--- config.mk ---
export PLATFORM = sky130hd
export DESIGN_NAME = pipe_hazard_ctrl
export DESIGN_NICKNAME = d
export VERILOG_FILES = /design/src/rtl/pipe_hazard_ctrl.sv
export SDC_FILE = /design/constraint.sdc
export NUM_CORES = 1
export LEC_CHECK = 0
export CORE_MARGIN = 4
export CORE_UTILIZATION = 49
export DETAILED_ROUTE_END_ITERATION = 6
export PLACE_DENSITY = 0.78
export SYNTH_ARGS = -nofsm -noshare
export SYNTH_HDL_FRONTEND = slang
export SYNTH_SLANG_ARGS = --single-unit
export TNS_END_PERCENT = 20
--- constraint.sdc ---
create_clock -name clock_i -period 1.87 [get_ports clock_i]
set_input_delay 0.187 -clock clock_i [delete_from_list [all_inputs] [get_ports clock_i]]
set_output_delay 0.187 -clock clock_i [all_outputs]
set_load 0.005 [all_outputs]
--- src/rtl/pipe_hazard_ctrl.sv ---
// pipe_hazard_ctrl: scoreboard-based stall, flush, bubble and bypass control for the ID stage
// Ports: clock_i/reset_i (async active-high); id_* describe the instruction in ID;
//   redirect_i = taken branch/jump in ID; stall_ext_i = external freeze;
//   stall_o/flush_ifid_o/bubble_idex_o pipeline control; fwd_rs_o/fwd_rt_o bypass selects
//   (0 = register file, k = scoreboard entry k-1); sb_busy_o = any entry valid.
// Optional macro HAZARD_PERF_EN adds saturating stall_cnt_o/flush_cnt_o counters.
module pipe_hazard_ctrl #(
  parameter int REG_AW     = 5,
  parameter int DEPTH      = 3,
  parameter int READY_ALU  = 0,
  parameter int READY_LOAD = 1,
  parameter int SEL_W      = 2
) (
  input  logic              clock_i,
  input  logic              reset_i,
  input  logic              id_valid_i,
  input  logic [REG_AW-1:0] id_rs_i,
  input  logic [REG_AW-1:0] id_rt_i,
  input  logic              id_use_rs_i,
  input  logic              id_use_rt_i,
  input  logic [REG_AW-1:0] id_dst_i,
  input  logic              id_wr_i,
  input  logic              id_load_i,
  input  logic              redirect_i,
  input  logic              stall_ext_i,
  output logic              stall_o,
  output logic              flush_ifid_o,
  output logic              bubble_idex_o,
  output logic [SEL_W-1:0]  fwd_rs_o,
  output logic [SEL_W-1:0]  fwd_rt_o,
  output logic              sb_busy_o
`ifdef HAZARD_PERF_EN
  ,
  output logic [15:0]       stall_cnt_o,
  output logic [15:0]       flush_cnt_o
`endif
);
  typedef struct packed {
    logic              v;
    logic [REG_AW-1:0] dst;
    logic              wr;
    logic              ld;
  } ent_t;
  ent_t [DEPTH-1:0] sb_q, sb_d;
  ent_t             new_ent;
  logic             haz_rs, haz_rt, busy;
  logic [SEL_W-1:0] sel_rs, sel_rt;
  function automatic logic hit(ent_t e, logic [REG_AW-1:0] r, logic use_r);
    return e.v && e.wr && e.dst == r && r != '0 && use_r && id_valid_i;
  endfunction
  // Walk oldest to youngest so the youngest (lowest index) match overrides.
  always_comb begin
    haz_rs = 1'b0;
    haz_rt = 1'b0;
    sel_rs = '0;
    sel_rt = '0;
    busy   = 1'b0;
    for (int k = DEPTH - 1; k >= 0; k--) begin
      busy = busy | sb_q[k].v;
      if (hit(sb_q[k], id_rs_i, id_use_rs_i)) begin
        sel_rs = SEL_W'(k + 1);
        haz_rs = k < (sb_q[k].ld ? READY_LOAD : READY_ALU);
      end
      if (hit(sb_q[k], id_rt_i, id_use_rt_i)) begin
        sel_rt = SEL_W'(k + 1);
        haz_rt = k < (sb_q[k].ld ? READY_LOAD : READY_ALU);
      end
    end
  end
  assign stall_o       = haz_rs | haz_rt | stall_ext_i;
  assign bubble_idex_o = stall_o & ~stall_ext_i;
  assign flush_ifid_o  = redirect_i & ~stall_o;
  assign fwd_rs_o      = stall_o ? '0 : sel_rs;
  assign fwd_rt_o      = stall_o ? '0 : sel_rt;
  assign sb_busy_o     = busy;
  // A hazard stall still advances older instructions but issues a bubble into EX.
  assign new_ent = stall_o ? '0 : {id_valid_i, id_dst_i, id_wr_i, id_load_i};
  assign sb_d    = stall_ext_i ? sb_q : {sb_q[DEPTH-2:0], new_ent};
  always_ff @(posedge clock_i or posedge reset_i) begin
    if (reset_i) sb_q <= '0;
    else         sb_q <= sb_d;
  end
`ifdef HAZARD_PERF_EN
  logic [15:0] stall_cnt_q, stall_cnt_d, flush_cnt_q, flush_cnt_d;
  assign stall_cnt_d = stall_cnt_q + 16'(stall_o && stall_cnt_q != 16'hFFFF);
  assign flush_cnt_d = flush_cnt_q + 16'(flush_ifid_o && flush_cnt_q != 16'hFFFF);
  always_ff @(posedge clock_i or posedge reset_i) begin
    if (reset_i) begin
      stall_cnt_q <= '0;
      flush_cnt_q <= '0;
    end else begin
      stall_cnt_q <= stall_cnt_d;
      flush_cnt_q <= flush_cnt_d;
    end
  end
  assign stall_cnt_o = stall_cnt_q;
  assign flush_cnt_o = flush_cnt_q;
`else
`endif
endmodule

Word-level counts from Yosys, hierarchy flattened
Index checks and enable logic that the tools add are counted.
{"block": "totals", "register_bits": 24, "in_bits": 24, "elab_cells": 76}
{"block": "op_classes", "n_lt_le_gt_ge": 3, "eq_ne": 6, "muxes": 18, "bitwise_logic": 8, "n_reduce_logical": 29}
{"cell": "== test 5 bit", "n": 6}
{"cell": "logical AND 1 bit", "n": 27}
{"cell": "2-to-1 mux 2 bit", "n": 8}
{"cell": "nonzero test 5 bit", "n": 2}
{"cell": "2-to-1 mux 1 bit", "n": 9}
{"cell": "2-to-1 mux 8 bit", "n": 1}
{"cell": "OR 1 bit", "n": 4}
{"cell": "bitwise AND 1 bit", "n": 2}
{"cell": "less-than comparator 1 bit (first input constant)", "n": 2}
{"cell": "less-than comparator 2 x 1 -> 1 bit (first input constant)", "n": 1}
{"cell": "NOT 1 bit", "n": 2}

Logic depth before layout (Yosys ltp)
{"block": "depth", "ltp_word": 12, "ltp_mapped": 5, "mapped_depth_nobuf": 5}

Least setup slack after synthesis
No wires, ideal clock.
{"block": "synth_path", "path_type": "register to output", "startpoint": "register sb_q[10] (netlist bit)", "endpoint": "output fwd_rs_o[1]", "t_arrival_ps": 1604, "path_slack_ps": 79, "path_stages_with_launch": 6, "path_cell_list": "dfrtp_1 -> xnor2_1 -> nand4_1 -> or4_1 -> nor2b_4 -> a2111oi_2"}
{"block": "synth_via", "elab_chain_len": 10, "word_cells_on_any_way": 19, "classes_between": "2 x eq/ne; 7 x mux; 2 x bitwise; 8 x reduce/logical"}
{"item": "start: declaration", "line_no": "44", "rtl": "ent_t [DEPTH-1:0] sb_q, sb_d;"}
{"item": "start signal: assignment", "line_no": "80", "rtl": "if (reset_i) sb_q <= '0;"}
{"item": "start signal: assignment", "line_no": "81", "rtl": "else sb_q <= sb_d;"}
{"item": "== test 5 bit", "line_no": "49", "rtl": "return e.v && e.wr && e.dst == r && r != '0 && use_r && id_valid_i;"}
{"item": "logical AND 1 bit (4 in series)", "line_no": "49"}
{"item": "2-to-1 mux 1 bit (on tied branches) (2 in series)", "line_no": "60, 64"}
{"item": "OR 1 bit (2 in series)", "line_no": "70", "rtl": "assign stall_o = haz_rs | haz_rt | stall_ext_i;"}
{"item": "2-to-1 mux 2 bit *", "line_no": "73", "rtl": "assign fwd_rs_o = stall_o ? '0 : sel_rs;"}
{"item": "end: declaration", "line_no": "29", "rtl": "output logic [SEL_W-1:0] fwd_rs_o,"}
Mark *: on every way between the ends. The rest lies on a longest branch, timed or not.

Worst setup path in the final report
{"block": "layout_path", "startpoint": "register sb_q[12] (netlist bit)", "endpoint": "output fwd_rt_o[1]"}
{"block": "layout_via", "elab_chain_len": 10, "word_cells_on_any_way": 19, "classes_between": "2 x eq/ne; 7 x mux; 2 x bitwise; 8 x reduce/logical"}
{"item": "== test 5 bit", "line_no": "49"}
{"item": "logical AND 1 bit (4 in series)", "line_no": "49"}
{"item": "2-to-1 mux 1 bit (on tied branches) (2 in series)", "line_no": "60, 64"}
{"item": "OR 1 bit (2 in series)", "line_no": "70"}
{"item": "2-to-1 mux 2 bit *", "line_no": "74", "rtl": "assign fwd_rt_o = stall_o ? '0 : sel_rt;"}
{"item": "end: declaration", "line_no": "30", "rtl": "output logic [SEL_W-1:0] fwd_rt_o,"}
Marked as above.

==> impl_summary.log <==
[metrics] latest clock arrival within the worst-skew pair: between 300 and 400 ps
[metrics] placed wire-length estimate after detailed placement: about 2800 µm
[metrics] library cells used by synthesis: 25
[metrics] Worst Setup Path Type: flop to output port
[metrics] effective utilization at floorplan: approximately 53%
[metrics] proportion of synthesized chip area in sequential cells: between 40% and 50%
[metrics] capture point of the critical path: fwd_rt_o[1]
[metrics] Worst R2R Setup Slack: 80 ps
[metrics] clock net sink count: 22
[metrics] pin count of the biggest net entering global routing: 23
[metrics] cell type with the highest aggregate area in the netlist: dfrtp_1
[metrics] site row count: 18
[metrics] floorplan die width: 60.8 µm
[metrics] final critical-path setup slack: -460 ps
[metrics] number of top-level pins: 32
[metrics] Overflow after GRT: 0
[metrics] root buf cell: clkbuf_4
[metrics] sort of element at the start of the critical path: flop
[metrics] max capacitance violation total: 0
[metrics] multi-input combinational cell area: around 940 µm²
[metrics] detailed-routing iteration count for the pre-antenna-repair pass: 4
[metrics] area growth from synthesis to layout: 59.8%
[metrics] Max IR drop VDD: 0.466 mV
[metrics] height of the die: approximately 61 µm
[metrics] worst hold path type: primary input to async pin
[metrics] Sequential cell area: 551 µm²
[metrics] violated checks: negative setup slack
[metrics] critical register-to-register path endpoint: sb_q[2]
[metrics] remaining antenna violation count after routing: 0
[metrics] FMAX: ~0.43 GHz
[metrics] leading post-synthesis cells by instance count: xnor2_1, dfrtp_1, nand2_1
[metrics] share of the synthesized area in the top cell type: roughly two fifths
[metrics] ratio of routed vias to standard cells: approximately 5.7
[metrics] status: finished with violations
[metrics] Hold Buf Count CTS: 0
[metrics] Post-route DRC: 0
[metrics] Worst Reg2Reg Path Length in Cells: 8
[metrics] final net count: 225
[metrics] layout cell share with drive strength beyond 1: 48.0%
[metrics] port buffer count: 31
[metrics] final routed wire length divided by cell count: roughly 18 µm
[metrics] final design utilization: a little over four fifths
[metrics] count of endpoints failing setup in the final report: 7
[metrics] number of synthesized flops with an enable pin: 0
[metrics] cell count after synthesis: about 130
[metrics] setup repair after global routing missed its margin: yes
[metrics] clock period minus worst slack: around 2300 ps
[metrics] cells along the critical path: buf_6, xnor2_2, nand4_1, nor4_4, nor2_2, a2111oi_2, buf_2
[metrics] clock tree from TritonCTS: built
[metrics] Slowest-stage cell, CP: dfrtp_1
[metrics] crit path capture type: output port
[metrics] required time of the critical path: about 1700 ps
[metrics] first-pass GRT wire length: about 7000 µm
[metrics] flip-flop count of the largest register after layout: 22
[metrics] critical path fanouts, max: 2
[metrics] number of CTS-inserted buffers: 3
[metrics] Max stage delay on crit path: about 450 ps
[metrics] clock skew: about 2.6 ps
[metrics] largest cells by area after synthesis: dfrtp_1, xnor2_1, mux2_2, nand2_1, xor2_1
[metrics] detailed router's first-iteration violation count: 60
[metrics] warnings from Yosys: 0
[metrics] share of flip-flops with an asynchronous set or reset after synthesis: 100%
[metrics] DIE AREA: between 3000 and 4000 µm²
[metrics] max-slew violation count: 0
[metrics] pwr/cell area: roughly 630 nW/µm²
[metrics] Layout fillers: roughly 130
[metrics] worst slack on hold paths: between 150 and 200 ps
[metrics] most common flop cell mapped by yosys: dfrtp_1
[metrics] number of global-route vias before repair: about 1.4k
[metrics] syn_nets: roughly 150
[metrics] DP Worst Slack: -874 ps
[metrics] data arrival at the endpoint of the critical path: between 2000 and 2500 ps
[metrics] leading cell type by number of instances after synthesis: xnor2_1
[metrics] total track usage: 25.7%
[metrics] syn avg cell area: around 11 µm²
[metrics] first element of the critical path: sb_q[12]
[metrics] Core Region: around 2600 µm²
[metrics] worst slew margin relative to its limit: ~74%
[metrics] largest registers: sb_q: 22 flops
[metrics] maximum count of clock buffers along a single path: 2
[metrics] total vias in the final route: ~1.3k
[metrics] post-route fraction of the period consumed by the critical path: 125%
[metrics] routability congestion estimate: 0.927
[metrics] number of antenna repair diodes: 0
[metrics] total leakage power: just under 1 nW
[metrics] hold violation count in the final report: 0
[metrics] antenna violations before repair: 0
[metrics] largest register by flop count: sb_q
[metrics] clock-pin slew on the worst setup and hold paths: roughly 140 ps
[metrics] final routed wirelength across all metal layers: about 4200 µm
[metrics] total standard cell area after synthesis: between 1000 and 1500 µm²
[metrics] H-tree lvl count: 1
[metrics] RR Startpoint: sb_q[2]
[metrics] total of flip-flops plus latches after synthesis: 22
[metrics] transition at the pin with the smallest max-transition slack: between 300 and 400 ps
-- worst min path at each step --
stage / start / endpoint / slack [ps] / depth (start not counted)
final: reset_i / sb_q[0] / 180 / 3
after global routing: reset_i / sb_q[21] / 220 / 3
after CTS: reset_i / sb_q[2] / 200 / 3
after detailed placement: sb_q[17] / sb_q[17] / 500 / 1
after global placement: sb_q[17] / sb_q[17] / 490 / 1
after floorplan: reset_i / sb_q[0] / 180 / 1
-- worst max-delay path, delay by kind of cell, from the launching register on --
family | cells | cell delay, ps
AND/OR/NAND/NOR | 3 | 630
XOR/XNOR | 1 | 120
AO/OA/AOI/OAI | 1 | 310
flip-flops | 1 | 450
buffers and inverters | 2 | 320
-- placed cells by master (no fill, tap or decap), drive strengths merged --
master | netlist | layout
mux2 | 14 | 14
nor3 | 1 | 1
nor2b | 2 | 2
nand2 | 20 | 20
buf | 2 | 46
clkbuf | 2 | 5
xor2 | 6 | 6
xnor2 | 24 | 24
nor2 | 2 | 2
clkdlybuf4s15 | 0 | 5
clkdlybuf4s50 | 0 | 13
o211ai | 2 | 2
nor4 | 5 | 5
or4 | 3 | 3
nand4 | 6 | 6
inv | 2 | 2
a21oi | 1 | 1
dlygate4sd2 | 0 | 5
or3 | 1 | 1
dlymetal6s2s | 0 | 1
o21a | 1 | 1
and3 | 1 | 1
o21ai | 9 | 9
a2111oi | 2 | 2
dfrtp | 22 | 22
o211a | 1 | 1
-- cell families (layout without fill, tap and decap cells) --
| kind of cell | after synthesis | after routing | share of synthesized area, % |
|---|---|---|---|
| buffers and inverters | 6 | 77 | 2.75 |
| muxes | 14 | 14 | 11.5 |
| AOI/OAI and AO/OA | 16 | 16 | 9.35 |
| DFF | 22 | 22 | 40.3 |
| xor gates and xnor gates | 30 | 30 | 19.2 |
| and+or+nand+nor | 41 | 41 | 16.8 |
-- metrics by stage --
step                power, mW  cell area [µm²]  std cells  TNS (ps)
finish                   1.37             2180        230     -2190
global route             1.43             2180        230     -2790
CTS                      1.34             2130        230     -1850
detailed placement       1.01             1920        218     -9400
global placement         1.00             1920        218     -8660
floorplan               0.805             1370        129         0
-- cell type report --
type,instances,area share [%]
sequential,22,25.2
tap,30,1.72
timing repair buffer,71,27.8
inverter,2,0.344
multi-input combinational,101,43.2
clock buffer,4,1.66
-- power breakdown --
part / leakage (nW) / internal (mW) / switching [mW] / total [mW]
combinational: 0.686 / 0.280 / 0.205 / 0.485
clock: 0.0210 / 0.119 / 0.159 / 0.278
sequential: 0.268 / 0.539 / 0.0689 / 0.608
total: 0.976 / 0.937 / 0.433 / 1.37
-- per-layer routing --
layer / GRT usage, % / part of all wire (%) / vias to the layer above
met3: 5.11 / 6.8 / 14
li1: - / - / 596
met2: 41.2 / 47 / 66
met1: 33.9 / 43 / 638
met5: 0 / 0 / -
met4: 10.5 / 3.0 / 0
-- timing repair --
action	CTS	global route
setup endpoints to repair	15	16
gates resized for setup	67	11
pin swaps	26	5
buffers inserted	8	0
No activity file was read; power rests on OpenSTA's default activity.
